`src/rtl/ai_pkg.sv`:
```
// ai_pkg: shared constants for the AI decision engine.
//   - act_e: action codes presented to the game controller (0..6 double as item-type indices)
//   - ITEM_*: bit-field indices into the packed own-item count vector
//   - SLOT_*: 2-bit magazine slot codes produced by the game-state encoder
//   - ST_*: decision FSM state encoding
//   - sat_sub4: 4-bit unsigned subtract clamped at zero
package ai_pkg;

    localparam int N_SLOTS = 8;

    typedef enum logic [3:0] {
        ACT_MAGNIFIER  = 4'd0,
        ACT_BEER       = 4'd1,
        ACT_SAW        = 4'd2,
        ACT_CIGARETTE  = 4'd3,
        ACT_HANDCUFF   = 4'd4,
        ACT_PHONE      = 4'd5,
        ACT_INVERTER   = 4'd6,
        ACT_SHOOT_SELF = 4'd8,
        ACT_SHOOT_OPP  = 4'd9,
        ACT_END_ITEM   = 4'd15
    } act_e;

    localparam int ITEM_MAGNIFIER = 0;
    localparam int ITEM_BEER      = 1;
    localparam int ITEM_SAW       = 2;
    localparam int ITEM_CIGARETTE = 3;

    localparam logic [1:0] SLOT_PAD   = 2'b00;
    localparam logic [1:0] SLOT_UNK   = 2'b01;
    localparam logic [1:0] SLOT_LIVE  = 2'b10;
    localparam logic [1:0] SLOT_BLANK = 2'b11;

    typedef logic [2:0] state_t;
    localparam state_t ST_IDLE   = 3'd0;
    localparam state_t ST_SCAN   = 3'd1;
    localparam state_t ST_DECIDE = 3'd2;
    localparam state_t ST_ISSUE  = 3'd3;
    localparam state_t ST_SETTLE = 3'd4;

    function automatic logic [3:0] sat_sub4(input logic [3:0] a, input logic [3:0] b);
        return (a > b) ? (a - b) : 4'd0;
    endfunction

endpackage

```
`src/rtl/ai_slot_counter.sv`:
```
// ai_slot_counter: serial magazine scanner, one slot per enabled cycle, k = 0..7.
//   clk, rst_n    : clock, async active-low reset
//   i_clear       : restart the scan (k = 0, counts cleared); takes precedence over i_en
//   i_en          : process slot k this cycle
//   i_slot        : packed slot codes, slot k = i_slot[2k+1:2k]
//   i_cur_idx     : index of the next slot to fire
//   o_kn_live     : known live rounds at or after i_cur_idx
//   o_kn_blank    : known blank rounds at or after i_cur_idx
//   o_cur_code    : code of slot i_cur_idx
//   o_scan_done   : high during the cycle that processes the last slot
module ai_slot_counter
    import ai_pkg::*;
(
    input  logic        clk,
    input  logic        rst_n,
    input  logic        i_clear,
    input  logic        i_en,
    input  logic [15:0] i_slot,
    input  logic [2:0]  i_cur_idx,
    output logic [3:0]  o_kn_live,
    output logic [3:0]  o_kn_blank,
    output logic [1:0]  o_cur_code,
    output logic        o_scan_done
);

    logic [2:0] k;
    logic [1:0] code;

    assign code        = i_slot[2*k +: 2];
    assign o_scan_done = i_en && (k == 3'(N_SLOTS - 1));

    always_ff @(posedge clk or negedge rst_n) begin
        if (!rst_n) begin
            k          <= 3'd0;
            o_kn_live  <= 4'd0;
            o_kn_blank <= 4'd0;
            o_cur_code <= SLOT_PAD;
        end else if (i_clear) begin
            k          <= 3'd0;
            o_kn_live  <= 4'd0;
            o_kn_blank <= 4'd0;
            o_cur_code <= SLOT_PAD;
        end else if (i_en) begin
            // Slots already fired (below cur_idx) are history, not ammunition.
            if (k >= i_cur_idx) begin
                if (code == SLOT_LIVE)  o_kn_live  <= o_kn_live + 4'd1;
                if (code == SLOT_BLANK) o_kn_blank <= o_kn_blank + 4'd1;
            end
            if (k == i_cur_idx) o_cur_code <= code;
            k <= k + 3'd1;
        end
    end

endmodule

```
`src/rtl/ai_decision_engine.sv`:
```
// ai_decision_engine: per-turn action selector for the AI player.
//   clk, rst_n       : clock, async active-low reset
//   i_start          : one-cycle "your turn" pulse
//   i_phase_item     : item phase active
//   i_phase_shoot    : shoot phase active
//   i_slot           : packed 2-bit slot codes (8 slots)
//   i_cur_idx        : next slot to fire
//   i_live_rem       : live rounds remaining (current included)
//   i_blank_rem      : blank rounds remaining (current included)
//   i_hp_self        : own HP
//   i_item_cnt       : packed 3-bit own item counts, 7 types
//   o_act_valid      : action offered to controller
//   o_act_code       : action code, stable while offered
//   i_act_ready      : controller accepts action
//   o_busy           : engine not idle
//   o_done           : one-cycle pulse when the turn sequence completes
//
// state     | meaning
// ----------+-------------------------------------------------------
// ST_IDLE   | waiting for i_start with exactly one phase flag
// ST_SCAN   | 8 cycles, slot counter walks the magazine
// ST_DECIDE | apply policy, register the action code
// ST_ISSUE  | o_act_valid high until the controller takes it
// ST_SETTLE | 2 cycles for controller state to update, then rescan
module ai_decision_engine
    import ai_pkg::*;
#(
    parameter int MAX_HP        = 4,
    parameter int MAX_ITEM_ACTS = 4
) (
    input  logic        clk,
    input  logic        rst_n,
    input  logic        i_start,
    input  logic        i_phase_item,
    input  logic        i_phase_shoot,
    input  logic [15:0] i_slot,
    input  logic [2:0]  i_cur_idx,
    input  logic [3:0]  i_live_rem,
    input  logic [3:0]  i_blank_rem,
    input  logic [2:0]  i_hp_self,
    input  logic [20:0] i_item_cnt,
    output logic        o_act_valid,
    output logic [3:0]  o_act_code,
    input  logic        i_act_ready,
    output logic        o_busy,
    output logic        o_done
);

    state_t     state, state_nxt;
    logic [2:0] act_cnt;
    logic       saw_used;
    logic       item_mode;
    logic       settle_cnt;

    logic [3:0] kn_live, kn_blank;
    logic [1:0] cur_code;
    logic       scan_done, scan_clear, scan_en;

    logic       abort, start_ok, handshake, more_items;
    logic [3:0] unk_live, unk_blank;
    logic [3:0] item_act, shoot_act, decision;
    logic [2:0] cnt_mag, cnt_beer, cnt_saw, cnt_cig;
    logic       unused_items;

    assign abort      = !i_phase_item && !i_phase_shoot;
    assign start_ok   = i_start && (i_phase_item ^ i_phase_shoot);
    assign handshake  = o_act_valid && i_act_ready;
    assign more_items = item_mode && (o_act_code != ACT_END_ITEM);

    assign cnt_mag      = i_item_cnt[3*ITEM_MAGNIFIER +: 3];
    assign cnt_beer     = i_item_cnt[3*ITEM_BEER      +: 3];
    assign cnt_saw      = i_item_cnt[3*ITEM_SAW       +: 3];
    assign cnt_cig      = i_item_cnt[3*ITEM_CIGARETTE +: 3];
    assign unused_items = ^i_item_cnt[20:12];

    assign o_act_valid = (state == ST_ISSUE);
    assign o_busy      = (state != ST_IDLE);

    // Every entry into SCAN (fresh turn or post-settle rescan) restarts the counter.
    assign scan_en    = (state == ST_SCAN);
    assign scan_clear = (state_nxt == ST_SCAN) && (state != ST_SCAN);

    ai_slot_counter u_slot_counter (
        .clk         (clk),
        .rst_n       (rst_n),
        .i_clear     (scan_clear),
        .i_en        (scan_en),
        .i_slot      (i_slot),
        .i_cur_idx   (i_cur_idx),
        .o_kn_live   (kn_live),
        .o_kn_blank  (kn_blank),
        .o_cur_code  (cur_code),
        .o_scan_done (scan_done)
    );

    assign unk_live  = sat_sub4(i_live_rem, kn_live);
    assign unk_blank = sat_sub4(i_blank_rem, kn_blank);

    always_comb begin
        item_act = ACT_END_ITEM;
        if (act_cnt == 3'(MAX_ITEM_ACTS - 1))
            item_act = ACT_END_ITEM;
        else if ((i_hp_self < 3'(MAX_HP)) && (cnt_cig != 3'd0))
            item_act = ACT_CIGARETTE;
        else if ((cur_code == SLOT_UNK) && (cnt_mag != 3'd0))
            item_act = ACT_MAGNIFIER;
        else if ((cur_code == SLOT_LIVE) && (cnt_saw != 3'd0) && !saw_used)
            item_act = ACT_SAW;
        else if ((cur_code == SLOT_BLANK) && (cnt_beer != 3'd0))
            item_act = ACT_BEER;
    end

    always_comb begin
        shoot_act = ACT_SHOOT_SELF;
        case (cur_code)
            SLOT_LIVE:  shoot_act = ACT_SHOOT_OPP;
            SLOT_BLANK: shoot_act = ACT_SHOOT_SELF;
            SLOT_UNK:   shoot_act = (unk_live >= unk_blank) ? ACT_SHOOT_OPP : ACT_SHOOT_SELF;
            SLOT_PAD:   shoot_act = ACT_SHOOT_SELF;
        endcase
    end

    assign decision = item_mode ? item_act : shoot_act;

    always_comb begin
        state_nxt = state;
        case (state)
            ST_IDLE:   if (start_ok) state_nxt = ST_SCAN;
            ST_SCAN:   if (abort) state_nxt = ST_IDLE;
                       else if (scan_done) state_nxt = ST_DECIDE;
            ST_DECIDE: state_nxt = abort ? ST_IDLE : ST_ISSUE;
            ST_ISSUE:  if (abort) state_nxt = ST_IDLE;
                       else if (handshake) state_nxt = more_items ? ST_SETTLE : ST_IDLE;
            ST_SETTLE: if (abort) state_nxt = ST_IDLE;
                       else if (settle_cnt == 1'b0) state_nxt = ST_SCAN;
            default:   state_nxt = ST_IDLE;
        endcase
    end

    always_ff @(posedge clk or negedge rst_n) begin
        if (!rst_n) begin
            state      <= ST_IDLE;
            act_cnt    <= 3'd0;
            saw_used   <= 1'b0;
            item_mode  <= 1'b0;
            settle_cnt <= 1'b0;
            o_act_code <= 4'hF;
            o_done     <= 1'b0;
        end else begin
            state  <= state_nxt;
            o_done <= 1'b0;
            case (state)
                ST_IDLE: begin
                    if (start_ok) begin
                        item_mode <= i_phase_item;
                        act_cnt   <= 3'd0;
                        saw_used  <= 1'b0;
                    end
                end
                ST_DECIDE: begin
                    if (!abort) begin
                        o_act_code <= decision;
                        if (item_mode && (decision == ACT_SAW)) saw_used <= 1'b1;
                    end
                end
                ST_ISSUE: begin
                    if (!abort && handshake) begin
                        act_cnt    <= act_cnt + 3'd1;
                        settle_cnt <= 1'b1;
                        if (!more_items) o_done <= 1'b1;
                    end
                end
                ST_SETTLE: begin
                    if (settle_cnt != 1'b0) settle_cnt <= settle_cnt - 1'b1;
                end
                default: ;
            endcase
        end
    end

endmodule
```
`config.mk`:
```
export PLATFORM = sky130hd
export DESIGN_NAME = ai_decision_engine
export DESIGN_NICKNAME = d
export VERILOG_FILES = /design/src/rtl/ai_pkg.sv /design/src/rtl/ai_slot_counter.sv /design/src/rtl/ai_decision_engine.sv
export SDC_FILE = /design/constraint.sdc
export NUM_CORES = 1
export LEC_CHECK = 0
export ABC_AREA = 1
export BUFFER_PORTS_ARGS = -buffer_cell sky130_fd_sc_hd__buf_2
export CAP_MARGIN = 15
export CELL_PAD_IN_SITES_DETAIL_PLACEMENT = 0
export CELL_PAD_IN_SITES_GLOBAL_PLACEMENT = 1
export CORE_MARGIN = 2
export CORE_UTILIZATION = 41
export CTS_BUF_LIST = sky130_fd_sc_hd__clkbuf_8
export CTS_CLUSTER_SIZE = 8
export DETAILED_ROUTE_END_ITERATION = 7
export PLACE_DENSITY = 0.95
export SYNTH_ARGS = -nofsm -noshare
export SYNTH_HDL_FRONTEND = slang
export SYNTH_SLANG_ARGS = --single-unit
export TNS_END_PERCENT = 100
```
`constraint.sdc`:
```
create_clock -name clk -period 4.8 [get_ports clk]
set_clock_uncertainty 0.15 [all_clocks]
set_input_delay 0.24 -clock clk [delete_from_list [all_inputs] [get_ports clk]]
set_output_delay 0.24 -clock clk [all_outputs]
set_load 0.005 [all_outputs]
```
==> summary.md <==
| Metric | Value |
|---|---|
| Inst Count DP | `469` |
| Layout Cells excl Fill | `474` |
| Clk_lat worst skew | `270 ps` |
| Grt ovf | `0` |
| Setup TNS | `0 ps` |
| Final WS setup | `2017 ps` |
| Max IR drop VDD | `0.1877 mV` |
| Final Hold Fails | `0` |
| Chip height | `80.21 um` |
| CTS Sinks | `27` |
| Crit path max fanout | `4` |
| Vias | `2151` |
| Leakage power | `1.671 nW` |
| Per-cell routed wire length | `9.966 um` |
| Count leader, synth | `nand2_1` |
| Worst-Margin Slew | `609.0 ps` |
| Synth area leaders | `dfrtp_1 24%, nand2_1 18%, ha_1 13%` |
| Synthesis warning total | `0` |
| Critical Path AT | `2840 ps` |
| WL final | `4724 um` |
| Max-cap violations | `0` |
| Power Density | `443.3 mW/mm^2` |
| Post-Syn Instances | `349` |
| Hold path cells | `3` |
| Clk pin slew, worst setup/hold paths | `100 ps` |
| Most used cell, CP | `nand2_1` |
| RSZ-0062 raised after global routing | `no` |
| PortBufs | `52` |
| Dpl hpwl | `3829 um` |
| Tot GR Track Use | `0.1567` |
| Ant. Diodes | `0` |
| First-pass GRT wire length | `8280 um` |
| Post-synthesis sequential area ratio | `0.2859` |
| I/O pin total | `64` |
| FMAX | `359.3 MHz` |
| Critical hold path startpoint | `i_phase_item` |
| Yosys top cell area share | `0.2417` |
| Synth Flop Type | `dfrtp_1` |
| Filler cells | `591` |
| Synth top cells by count | `117 x nand2_1, 70 x inv_1, 27 x nand3_1, 25 x ha_1, 23 x dfrtp_1` |
| FF+latch count, synth | `27` |
| Layout area overhead | `15.45%` |
| Crit Path Class | `reg2reg` |
| RD Place Congestion | `0.8354` |
| Rows | `27` |
| Largest net degree at the start of global routing | `28` |
| First drt pass iteration count | `4` |
| Final nets | `487` |
| CP required | `4860 ps` |
| Cells along the critical path | `ha_1 > inv_1 > fa_1 > nand2_1 > inv_1 > o21ai_0 > nand2_1 > o21ai_0 > nor2_1 > ha_1 > inv_1 > nor2_1 > o211ai_1 > nand3_1 > nand2_1 > o21ai_0 > nand2_1 > a21oi_1` |
| Initial antenna violation count | `0` |
| Synth cell types | `36` |
| Die width | `80.21 um` |
| Final setup fails | `0` |
| Num CTS Buffers | `3` |
| Die ar. | `0.006433 sq mm` |
| R2R Path Start | `u_slot_counter.o_kn_live[0]$_DFFE_PN0P_` |
| Core Area | `0.005574 sq mm` |
| Mean Syn Cell Area | `6.822 sq um` |
| Root Driver | `clkbuf_8` |
| Residual DRC | `0` |
| Vias in the first global route | `1993` |
| Worst hold path endpoint | `item_mode$_DFFE_PN0P_` |
| Setup crit end kind | `flip-flop` |
| CTS tree | `done` |
| Fin crit period | `2783 ps` |
| Setup bufs post-CTS | `0` |
| Crit-path max cell delay | `410 ps` |
| Final period utilization | `0.5798` |
| CP max stage cell | `dfrtp_1` |
| Initial DRC Count | `53` |
| Synthesized area | `0.002381 sq mm` |
| Post-synth EDFFs | `0` |
| Net count after synthesis | `433` |
| Yosys top cell by area | `dfrtp_1` |
| Starting density of the core | `0.4272` |
| FF-to-FF setup slack | `2020 ps` |
| Outcome | `complete, no violations` |
| RR Endpoint | `o_act_code[0]$_DFFE_PN1P_` |
| H-tree depth | `1` |
| Reg2reg path depth | `18` |
| Slew HR | `0.5940` |
| Via density | `4.538` |
| Fin. max-slew vios | `0` |
| Worst-case clock buffer depth | `2` |
| Pre-CTS setup slack | `2027 ps` |
| Layout cell share with drive strength beyond 1 | `0.1915` |
| Crit start category | `flip-flop` |
| Asr flop ratio synth | `1.000` |
| Worst hold-check path type | `in2reg` |
| Antenna viol nets, final | `0` |
| Hold WS | `94.02 ps` |
how the worst max path moves through the flow:
stage	endpoint	start	cells past startpoint	slack, ps
6_report	o_act_code[0]$_DFFE_PN1P_	u_slot_counter.o_kn_live[0]$_DFFE_PN0P_	18	2020
5_1_grt	o_act_code[0]$_DFFE_PN1P_	u_slot_counter.o_kn_live[0]$_DFFE_PN0P_	18	1740
4_1_cts	o_act_code[0]$_DFFE_PN1P_	u_slot_counter.o_kn_live[0]$_DFFE_PN0P_	18	2010
3_5_place_dp	o_act_code[0]$_DFFE_PN1P_	u_slot_counter.o_kn_live[0]$_DFFE_PN0P_	18	2030
3_3_place_gp	o_act_code[0]$_DFFE_PN1P_	u_slot_counter.o_kn_live[0]$_DFFE_PN0P_	18	2060
2_1_floorplan	o_act_code[0]$_DFFE_PN1P_	u_slot_counter.o_kn_live[0]$_DFFE_PN0P_	18	2330
per-layer routing:
metal	wire [um]	vias up	part of all wire	global-route usage
met5	0	-	0	0
met4	42	0	0.0089	0.04068
met3	145	4	0.031	0.01124
met2	2103	39	0.45	0.2742
met1	2433	916	0.52	0.2087
li1	-	1192	-	-
per-stage QoR:
stage,total power (W),util,cell area (sq um)
2_1_floorplan,0.0009453,-,2381
3_3_place_gp,0.001080,0.4826,2690
3_5_place_dp,0.001092,0.4826,2690
4_1_cts,0.001231,0.4932,2749
5_1_grt,0.001369,0.4932,2749
6_report,0.001219,0.4932,2749
what timing repair did:
| item | CTS | global route |
|---|---|---|
| endpoints found under the setup margin | 0 | 0 |
| resized for setup | 0 | 0 |
| hold buffers | 1 | 0 |
| endpoints found under the hold margin | 23 | 0 |
placed cells by master (no fill, tap or decap), types with 5 or more instances in the layout:
cell type and count:
a21oi_1 9, buf_2 52, dfrtp_1 23, ha_1 25, inv_1 70, nand2_1 117, nand3_1 27, nor2_1 17
o21ai_0 9, xor2_1 5
final cells by class:
type	instances	area [sq um]	share of cell area
clock buffers	3	41.29	0.01502
clock inverters	1	7.507	0.002731
well taps	72	90.09	0.03277
flip-flops and latches	27	680.7	0.2476
repair buffers	53	270.3	0.09832
multi-input cells	247	1393	0.5066
inverters	71	266.5	0.09695
state kept, by name (all words and copies together) (netlist names):
name                       count
u_slot_counter.o_kn_blank      4
o_act_code                     4
o_done                         1
u_slot_counter.o_kn_live       4
item_mode                      1
u_slot_counter.o_cur_code      2
act_cnt                        3
saw_used                       1
u_slot_counter.k               3
settle_cnt                     1
state                          3
worst max-delay path: cells and delay by family (launching register included):
kind	cells	cell delay [ps]
simple gates	7	520
fa+ha+maj	3	880
buf+inv	3	160
flops	1	410
compound gates	5	600
power by group:
| group | internal (W) | switching, W | leakage, nW |
|---|---|---|---|
| combinational | 0.000266 | 0.000443 | 1.30 |
| sequential | 0.000300 | 0.0000769 | 0.347 |
| clock | 0.0000590 | 0.0000744 | 0.0217 |
logic make-up after synthesis:
group / count (synthesis) / share of synthesized area
simple gates: 183 / 0.3353
compound gates: 32 / 0.08303
flops: 27 / 0.2859
buf+inv: 75 / 0.1293
xor+xnor: 5 / 0.01839
fa+ha+maj: 27 / 0.1482
No activity file was read; power rests on OpenSTA's default activity.
